<file path="src/rtl/faculty_fighter_pkg.sv">
// faculty_fighter_pkg: shared coordinate, direction and projectile-slot types.
package faculty_fighter_pkg;
    typedef logic [9:0] coord_t;
    typedef enum logic {DIR_RIGHT, DIR_LEFT} dir_e;
    localparam int SCREEN_W = 640;
    localparam int SCREEN_H = 480;
    typedef struct packed {
        logic   active;
        coord_t x;
        coord_t y;
        dir_e   dir;
    } proj_slot_t;
endpackage

</file>
<file path="src/rtl/proj_slot.sv">
// proj_slot: one projectile slot (state, per-tick move, bound check, hit check, pixel test).
// Ports: i_clk/i_rst clock and async reset; i_clr sync clear; i_tick frame tick;
//        i_spawn/i_x/i_y/i_dir load a new projectile; i_tgt_* target box;
//        i_draw_x/i_draw_y current pixel; o_active slot busy; o_hit hit on this tick;
//        o_pix current pixel lies on this projectile.
module proj_slot
    import faculty_fighter_pkg::*;
#(
    parameter int STEP      = 4,
    parameter int PROJ_SIZE = 4,
    parameter int X_MIN     = 0,
    parameter int X_MAX     = 639
) (
    input  logic   i_clk,
    input  logic   i_rst,
    input  logic   i_clr,
    input  logic   i_tick,
    input  logic   i_spawn,
    input  coord_t i_x,
    input  coord_t i_y,
    input  logic   i_dir,
    input  coord_t i_tgt_x,
    input  coord_t i_tgt_y,
    input  coord_t i_tgt_w,
    input  coord_t i_tgt_h,
    input  coord_t i_draw_x,
    input  coord_t i_draw_y,
    output logic   o_active,
    output logic   o_hit,
    output logic   o_pix
);
    localparam logic signed [10:0] L_STEP = 11'(STEP);
    localparam logic signed [10:0] L_LO   = 11'(X_MIN + PROJ_SIZE);
    localparam logic signed [10:0] L_HI   = 11'(X_MAX - PROJ_SIZE);
    localparam logic signed [10:0] L_PS   = 11'(PROJ_SIZE);
    proj_slot_t r_s;
    logic signed [10:0] w_x, w_nx, w_dx, w_dy;
    logic signed [11:0] w_cx, w_cy, w_tx0, w_tx1, w_ty0, w_ty1;
    logic w_oob, w_in;
    // Target end coordinates can exceed 1023, so the hit compare is one bit wider than the move.
    always_comb begin
        w_x   = signed'({1'b0, r_s.x});
        w_nx  = (r_s.dir == DIR_LEFT) ? w_x - L_STEP : w_x + L_STEP;
        w_oob = (w_nx < L_LO) || (w_nx > L_HI);
        w_cx  = {w_nx[10], w_nx};
        w_cy  = signed'({2'b0, r_s.y});
        w_tx0 = signed'({2'b0, i_tgt_x});
        w_tx1 = w_tx0 + signed'({2'b0, i_tgt_w});
        w_ty0 = signed'({2'b0, i_tgt_y});
        w_ty1 = w_ty0 + signed'({2'b0, i_tgt_h});
        w_in  = (w_cx >= w_tx0) && (w_cx < w_tx1) && (w_cy >= w_ty0) && (w_cy < w_ty1);
        w_dx  = signed'({1'b0, i_draw_x}) - w_x;
        w_dy  = signed'({1'b0, i_draw_y}) - signed'({1'b0, r_s.y});
    end
    assign o_active = r_s.active;
    // Out-of-bounds wins over a hit: only in-bounds slots report.
    assign o_hit = i_tick && r_s.active && !w_oob && w_in;
    assign o_pix = r_s.active && (w_dx >= -L_PS) && (w_dx <= L_PS) && (w_dy >= -L_PS) && (w_dy <= L_PS);
    always_ff @(posedge i_clk or posedge i_rst) begin
        if (i_rst) begin
            r_s <= '0;
        end else if (i_clr) begin
            r_s <= '0;
        end else if (i_tick && r_s.active) begin
            r_s.x <= w_nx[9:0];
            if (w_oob || w_in) r_s.active <= 1'b0;
        end else if (i_spawn) begin
            r_s <= '{active: 1'b1, x: i_x, y: i_y, dir: dir_e'(i_dir)};
        end
    end
endmodule

</file>
<file path="src/rtl/projectile_pool.sv">
// projectile_pool: multi-slot projectile manager with cooldown, motion, despawn and hit detection.
// Ports: i_clk/i_rst clock and async reset; i_frame_clk VGA_VS (rising edge = frame tick);
//        i_enable battle active; i_fire shoot request; i_dir 0=right 1=left;
//        i_shooter_x/y spawn centre; i_target_* target box; i_draw_x/y current pixel;
//        o_is_proj pixel on a projectile; o_hit 1-clk hit pulse; o_hit_count hits on last tick;
//        o_active_mask per-slot active; o_cooldown_busy cooldown non-zero.
// Build option: PROJ_AUTOFIRE_EN makes a held fire request a shot on every tick.
module projectile_pool
    import faculty_fighter_pkg::*;
#(
    parameter int NUM_SLOTS       = 4,
    parameter int STEP            = 4,
    parameter int PROJ_SIZE       = 4,
    parameter int COOLDOWN_FRAMES = 15,
    parameter int X_MIN           = 0,
    parameter int X_MAX           = 639
) (
    input  logic                               i_clk,
    input  logic                               i_rst,
    input  logic                               i_frame_clk,
    input  logic                               i_enable,
    input  logic                               i_fire,
    input  logic                               i_dir,
    input  logic [9:0]                         i_shooter_x,
    input  logic [9:0]                         i_shooter_y,
    input  logic [9:0]                         i_target_x,
    input  logic [9:0]                         i_target_y,
    input  logic [9:0]                         i_target_x_size,
    input  logic [9:0]                         i_target_y_size,
    input  logic [9:0]                         i_draw_x,
    input  logic [9:0]                         i_draw_y,
    output logic                               o_is_proj,
    output logic                               o_hit,
    output logic [$clog2(NUM_SLOTS+1)-1:0]     o_hit_count,
    output logic [NUM_SLOTS-1:0]               o_active_mask,
    output logic                               o_cooldown_busy
);
    localparam int CW  = $clog2(NUM_SLOTS + 1);
    localparam int CDW = (COOLDOWN_FRAMES > 0) ? $clog2(COOLDOWN_FRAMES + 1) : 1;
    logic [1:0]           r_sync;
    logic                 r_vs_d, r_fire_d, r_pending, r_hit;
    logic [CDW-1:0]       r_cd;
    logic [CW-1:0]        r_hit_count, w_cnt;
    logic [NUM_SLOTS-1:0] w_free, w_first, w_spawn, w_hits, w_pix;
    logic                 w_tick, w_fire_rise, w_req, w_do_spawn;
    assign w_tick      = r_sync[1] && !r_vs_d && i_enable;
    assign w_fire_rise = i_fire && !r_fire_d;
`ifdef PROJ_AUTOFIRE_EN
    assign w_req = r_pending || w_fire_rise || i_fire;
`else
    assign w_req = r_pending || w_fire_rise;
`endif
    // Lowest-index free slot, judged on pre-tick state so a slot freed this tick waits one tick.
    assign w_free     = ~o_active_mask;
    assign w_first    = w_free & (~w_free + 1'b1);
    assign w_do_spawn = w_tick && w_req && (r_cd == '0) && (w_free != '0);
    assign w_spawn    = w_do_spawn ? w_first : '0;
    always_comb begin
        w_cnt = '0;
        for (int k = 0; k < NUM_SLOTS; k++) w_cnt = w_cnt + CW'(w_hits[k]);
    end
    for (genvar i = 0; i < NUM_SLOTS; i++) begin : g_slot
        proj_slot #(.STEP(STEP), .PROJ_SIZE(PROJ_SIZE), .X_MIN(X_MIN), .X_MAX(X_MAX)) u_slot (
            .i_clk(i_clk), .i_rst(i_rst), .i_clr(!i_enable), .i_tick(w_tick), .i_spawn(w_spawn[i]),
            .i_x(i_shooter_x), .i_y(i_shooter_y), .i_dir(i_dir),
            .i_tgt_x(i_target_x), .i_tgt_y(i_target_y), .i_tgt_w(i_target_x_size), .i_tgt_h(i_target_y_size),
            .i_draw_x(i_draw_x), .i_draw_y(i_draw_y),
            .o_active(o_active_mask[i]), .o_hit(w_hits[i]), .o_pix(w_pix[i])
        );
    end
    always_ff @(posedge i_clk or posedge i_rst) begin
        if (i_rst) begin
            r_sync      <= '0;
            r_vs_d      <= 1'b0;
            r_fire_d    <= 1'b0;
            r_pending   <= 1'b0;
            r_cd        <= '0;
            r_hit       <= 1'b0;
            r_hit_count <= '0;
        end else begin
            r_sync   <= {r_sync[0], i_frame_clk};
            r_vs_d   <= r_sync[1];
            r_fire_d <= i_fire;
            r_hit    <= w_tick && (w_hits != '0);
            if (w_tick) r_hit_count <= w_cnt;
            if (!i_enable) begin
                r_pending <= 1'b0;
                r_cd      <= '0;
            end else if (w_tick) begin
                r_pending <= 1'b0;
                r_cd      <= w_do_spawn ? CDW'(COOLDOWN_FRAMES) : (r_cd != '0) ? r_cd - CDW'(1) : r_cd;
            end else if (w_fire_rise) begin
                r_pending <= 1'b1;
            end
        end
    end
    assign o_is_proj       = |w_pix;
    assign o_hit           = r_hit;
    assign o_hit_count     = r_hit_count;
    assign o_cooldown_busy = (r_cd != '0);
endmodule

</file>
<file path="config.mk">
export PLATFORM = sky130hd
export DESIGN_NAME = projectile_pool
export DESIGN_NICKNAME = d
export VERILOG_FILES = /design/src/rtl/faculty_fighter_pkg.sv /design/src/rtl/proj_slot.sv /design/src/rtl/projectile_pool.sv
export SDC_FILE = /design/constraint.sdc
export NUM_CORES = 1
export LEC_CHECK = 0
export CAP_MARGIN = 10
export CORE_ASPECT_RATIO = 1.75
export CORE_MARGIN = 3
export CORE_UTILIZATION = 40
export CTS_BUF_LIST = sky130_fd_sc_hd__clkbuf_8
export CTS_CLUSTER_DIAMETER = 50
export DETAILED_ROUTE_END_ITERATION = 7
export GPL_TIMING_DRIVEN = 1
export PLACE_DENSITY = 0.66
export RECOVER_POWER = 100
export SYNTH_ARGS = -nofsm -noshare
export SYNTH_HDL_FRONTEND = slang
export SYNTH_SLANG_ARGS = --single-unit
</file>
<file path="constraint.sdc">
create_clock -name i_clk -period 5.5 [get_ports i_clk]
set_clock_uncertainty 0.15 [all_clocks]
set_input_delay 0.825 -clock i_clk [delete_from_list [all_inputs] [get_ports i_clk]]
set_output_delay 0.825 -clock i_clk [all_outputs]
set_load 0.01 [all_outputs]
</file>
* Yosys cells after proc, flatten, opt, wreduce, memory -nomap -nowiden
Index checks and enable logic that the tools add are counted.
** Word-level totals
- Register bits :: 101
- Bits in latches :: 0
- Memory bits (writable) :: 0
- Bits in read-only memories :: 0
- Output and inout port bits :: 10
- Memories :: 0
** Operators by class
- $add $sub $neg :: 23
- Multiply operators :: 0
- Divide/modulo/power cells :: 0
- Magnitude comparators :: 40
- Equality and inequality tests :: 19
- Shift-type cells :: 0
- Muxes and demuxes :: 32
- Bitwise logic cells :: 3
- Reductions and logical operators :: 76
** Operators with widths (count)
- 22-bit 2-to-1 mux :: 8
- 11-bit 2-to-1 mux :: 12
- 11-bit by 12-bit less-than comparator with 1-bit output :: 8
- 11-bit by 3-bit greater-or-equal comparator with 1-bit output, second input constant :: 8
- 11-bit by 4-bit less-or-equal comparator with 1-bit output, second input constant :: 8
- 10-bit by 10-bit subtractor with 11-bit output :: 8
- 1-bit logical AND :: 47
- 10-bit by 3-bit adder with 11-bit output, second input constant :: 4
- 11-bit greater-or-equal comparator :: 4
- 11-bit > comparator, second input constant :: 4
- 11-bit by 4-bit less-than comparator with 1-bit output, second input constant :: 4
- 10-bit by 3-bit subtractor with 11-bit output, second input constant :: 4
- 10-bit greater-or-equal comparator :: 4
- 10-bit by 10-bit adder with 11-bit output :: 2
- 4-bit 2-to-1 mux :: 5
- 3-bit by 1-bit inequality test with 1-bit output, second input constant :: 6
- 2-bit AND reduction :: 9
- 3-bit inequality test, second input constant :: 4
- 4-bit nonzero test :: 3
- 2-bit by 1-bit inequality test with 1-bit output, second input constant :: 5
- 1-bit logical OR :: 9
- 2-bit inequality test, second input constant :: 4
- 4-bit inverter :: 2
- 1-bit 2-to-1 mux :: 7
- other kinds (9) :: 14

* Depth between registers and ports, before layout
- Depth in word-level cells :: 10
- Depth in mapped cells :: 22
- Gate-level depth less buffers :: 22

* By module
Synthesis repeated with hierarchy kept, for this count alone.
** Unflattened totals
- Cells, all modules :: 1932
- Area total of the unflattened synthesis :: 16206.8 um^2
** By module, submodules not included
- proj_slot (g_slot[0].u_slot ...) :: times used 3, cells each 465, area an instance 3857.4 um^2
- proj_slot (g_slot[1].u_slot) :: times used 1, cells each 469, area an instance 3911.3 um^2
- projectile_pool :: times used 1, cells each 68, area an instance 723.2 um^2

* Worst setup path before layout
Ideal clock, no wire load.
- Kind :: input to register
- Start point :: input i_target_x[0]
- End point :: register r_hit_count[1] (netlist: o_hit_count[1])
- Setup time :: 0.117 ns
- Arrival :: 4.989 ns
- Setup slack :: 0.244 ns
- Cell stages on the path :: 21
- Path buffers :: 0
- Cell sequence :: ha_1 -> fa_1 -> a21o_1 -> a211oi_1 -> nor2_1 -> o41ai_1 -> xor2_1 -> ha_1 -> o21a_1 -> o31a_1 -> a311oi_1 -> maj3_1 -> nor2_1 -> nor4_1 -> nand2_1 -> fa_1 -> inv_1 -> ha_1 -> ha_1 -> nand2_1 -> nand2_1
** Between the ends
- Cells in the longest elaborated chain, start to end :: 9
- Elaborated cells on any way between the ends :: 28
- Classes of those cells :: add/sub (4); order compare (8); reduce/logical (16)
** RTL lines
- from (decl) :: RTL line projectile_pool.sv:26 : input logic [9:0] i_target_x,
- 10-bit by 10-bit adder with 11-bit output :: RTL line proj_slot.sv:48 : w_tx1 = w_tx0 + signed'({2'b0, i_tgt_w});
- 11-bit by 12-bit less-than comparator with 1-bit output :: RTL line proj_slot.sv:51 : w_in = (w_cx >= w_tx0) && (w_cx < w_tx1) && (w_cy >= w_ty0) && (w_cy < w_ty1);
- 1-bit logical AND (3 in series) :: RTL line proj_slot.sv:51
- 1-bit logical AND :: RTL line proj_slot.sv:57 : assign o_hit = i_tick && r_s.active && !w_oob && w_in;
- 1-bit by 1-bit adder with 2-bit output :: RTL line projectile_pool.sv:60 : for (int k = 0; k < NUM_SLOTS; k++) w_cnt = w_cnt + CW'(w_hits[k]);
- 2-bit by 1-bit adder with 3-bit output :: RTL line projectile_pool.sv:60
- 3-bit by 1-bit adder with 3-bit output * :: RTL line projectile_pool.sv:60
- net w_cnt[1] :: RTL line projectile_pool.sv:43 : logic [CW-1:0] r_hit_count, w_cnt;
- to (signal assigned) :: RTL line projectile_pool.sv:85 : if (w_tick) r_hit_count <= w_cnt;
- to (decl) :: RTL line projectile_pool.sv:43
Mark *: on every way through the listed nets, which the timed path passes. The rest lies on a longest branch.
A chain may end at the register's enable or synchronous reset.

* Final worst setup path
- Start point :: input i_target_x[1]
- End point :: register r_hit_count[1] (netlist: o_hit_count[1])
Same word-level chain as after synthesis.

==> impl_results.md <==
* CTS root buf: clkbuf_8
* DR WL met3 at ~1400 um
* Worst path cell trace: clkdlybuf4s50_1 > fa_2 > a21o_1 > a211oi_2 > nor2_2 > nor2_1 > xor2_1 > ha_1 > o21a_1 > o21ai_1 > nor2_1 > a211oi_2 > maj3_1 > o211ai_1 > or4_4 > fa_1 > inv_1 > ha_2 > ha_1 > nand2_1 > nand2_1
* CP arrival at 5480 ps
* Startpoint types: primary input
* Violated checks: max-capacitance violations, max-slew violations
* HP Class: register to register
* Largest family of logic cells by synthesized area: adder cells
* Sequential area share after synthesis at 18.5%
* Routed met2 length at around 23000 um
* Post-synthesis mux area share at 4.00%
* P_leak at 7.59 nW
* Avg Inst Size Synth at roughly 8.4 sq um
* Clock transition at path regs at ~110 ps
* Synth warn at 0
* Area share of the largest cell type after synthesis at 25.9%
* Max-cap violation count at 4
* Routed WL at 45900 um
* RD Place Congestion at around 0.96
* Worst Path Max Fanout at 3
* Residual DRC at 0
* Worst-Skew Late Latency at around 390 ps
* Worst Path Required at 5640 ps
* CTS tree: yes
* Highest metal used: met4
* Slew headroom at -131%
* Status: finished, violations left
* Hold endpoint: r_sync[1]$_DFF_PP0_
* Filler cell count at 3322
* PortBufs at 95
* Worst hold path stage count at 0
* Worst path max stage delay at roughly 500 ps
* Reg2Reg Setup Slack at 380 ps
* Routed Antenna Nets at 0
* Vias in the first global route at 13200
* Setup crit end kind: register
* Die footprint at 36600 sq um
* Slowest CP cell: fa_1
* Initial antenna violation count at 0
* Antenna diodes at 0
* Starting Density at 40.6%
* Fin nets at around 2200
* Max VDD drop at 0.143 mV
* Max frequency at between 150 and 200 MHz
* Pin slew with the least headroom to its limit at 3440 ps
* Die Width at 146 um
* Core region area at 33700 sq um
* Die Y-Extent at 251 um
* Layout cell share with drive strength beyond 1 at roughly a tenth
* Crit path time final at 5350 ps
* Hold_buf cts at 0
* GR Util All Layers at between 20 and 25%
* R2R cell count at 18
* Storage cell area at 2530 sq um
* Total CTS buffers at 9
* Row count at 89
* FF+latch count, synth at 101
* IO Count at 96
* GR Overflow Total at 0
* Post-synthesis compound-gate area fraction at 22.9%
* Vias per Instance at approximately 5.7
* Util after Layout at 47.9%
* Max-slew violations at 196
* Setup TNS at 0 ps
* Worst reg2reg startpoint: g_slot[3].u_slot.r_s[0]$_DFFE_PP0P_
* Worst Hold Launch: r_sync[0]$_DFF_PP0_
* DP Wirelength at 38700 um
* Post-Syn Area at 13700 sq um
* Clk sink count at between 100 and 150
* Commonest non-fill, non-tap cell in the layout: ha_1
* Largest area contributor in the netlist: ha_1
* Period utilisation layout at 97.2%
* PwrDens at 130 nW/um^2
* Most frequent cells in the layout: ha_1 (281), inv_1 (156), nand2_1 (119)
* RSZ-0062 raised after global routing: true
* Reg-to-reg endpoint: o_hit_count[1]$_DFFE_PP0P_
* Routed via count at ~13000
* Area Growth Syn to Fin at 18.0%
* Syn Nets at around 2000
* XOR/XNOR share of the synthesized area at 5.94%
* Adder-cell area share of the yosys netlist at 28.4%
* Routed len/inst at between 20 and 25 um
* Most common flop cell mapped by yosys: dfrtp_1
* Setup-failing EPs final at 0
* First-pass GRT wire length at approximately 70000 um
* DRT iter0 DRCs at approximately 740
* H-tree depth at 3
* Pin count of the biggest net entering global routing at 75
* Synth Instances at around 1600
* Post-synth EDFFs at 0
* Final Hold Viols at 0
* Met1 Wirelength at 15200 um
* Post-Synth Simple-Gate Area at 14.8%
* DR pass1 iterations at 5
* Top cells by area, synth: ha_1 (26%), dfrtp_1 (18%), inv_1 (4.3%)
* Critical path class: primary input to register
* Area of the multi-input gates at between 10000 and 15000 sq um
* Clock tree buffer depth at 2
* Number of unique standard cell types used by synthesis at 78
* Asr flop ratio synth at 100%
flip-flops by register name (all words and copies together) (netlist names):
name                    count
r_sync                      2
g_slot.u_slot.o_active      4
o_hit_count                 3
r_pending                   1
g_slot.u_slot.r_s          84
r_cd                        4
r_vs_d                      1
r_fire_d                    1
o_hit                       1
per-layer routing:
layer	track usage [%]	vias to the layer above
li1	-	6326
met1	23.2	5983
met2	45.5	373
met4	25.2	0
met3	2.74	186
met5	0	-
cell usage after synthesis, drive strengths merged (43+ instances only):
library cell	instances
o21ai	86
xor2	49
mux2i	48
nand2	123
xnor2	43
a21oi	95
ha	284
a21o	52
inv	159
dfrtp	101
nor2	104
o31ai	46
through the flow:
step | cell area (sq um) | setup WS (ps) | power, mW | instances | hold slack, ps
after CTS | 16100 | -83.9 | 2.09 | 2261 | 211
after global routing | 16200 | -46.3 | 2.23 | 2265 | 227
final | 16200 | 154 | 2.09 | 2265 | 207
after global placement | 15900 | -536 | 1.56 | 2245 | 182
after detailed placement | 15900 | -625 | 1.58 | 2245 | 187
after floorplan | 13700 | 244 | 1.27 | 1623 | 181
repair_timing:
action | 4_1_cts | 5_1_grt
buffers inserted | 0 | 4
pin swaps | 4 | 22
resized for setup | 6 | 37
setup endpoints to repair | 4 | 5
logic make-up (layout without fill, tap and decap cells):
family,count (synthesis),count (layout)
AOI/OAI and AO/OA,462,462
and+or+nand+nor,420,420
adders and majority gates,302,302
buffers and inverters,192,379
DFF,101,101
xor gates and xnor gates,92,92
muxes,54,54
how the worst max path moves through the flow:
stage                        from                    endpoint  slack [ps]
finish              i_target_x[1]  o_hit_count[1]$_DFFE_PP0P_         150
global route        i_target_x[1]  o_hit_count[1]$_DFFE_PP0P_         -50
CTS                 i_target_x[0]  o_hit_count[1]$_DFFE_PP0P_         -80
detailed placement  i_target_x[0]  o_hit_count[1]$_DFFE_PP0P_        -620
global placement    i_target_x[0]  o_hit_count[1]$_DFFE_PP0P_        -540
floorplan           i_target_x[0]  o_hit_count[1]$_DFFE_PP0P_         240
power breakdown:
| group | leakage, nW | total (mW) | switching (mW) | internal [mW] |
|---|---|---|---|---|
| sequential | 1.40 | 0.760 | 0.0105 | 0.750 |
| clock | 0.103 | 0.503 | 0.322 | 0.181 |
| combinational | 6.09 | 0.831 | 0.446 | 0.385 |
final cells by class:
| cell class | instances | share of cell area [%] |
|---|---|---|
| Clock buffer | 9 | 0.766 |
| Clock inverter | 7 | 0.480 |
| Inverter | 160 | 3.72 |
| Multi-Input combinational cell | 1330 | 65.0 |
| Sequential cell | 101 | 15.6 |
| Tap cell | 455 | 3.52 |
| Timing Repair Buffer | 203 | 10.9 |
worst max-delay path: cells and delay by family:
kind | cells | cell delay (ps)
fa+ha+maj | 6 | 1820
buf+inv | 2 | 510
simple gates | 6 | 890
xor+xnor | 1 | 280
compound gates | 6 | 1160
Note: power is estimated with default switching activity, not from simulation.
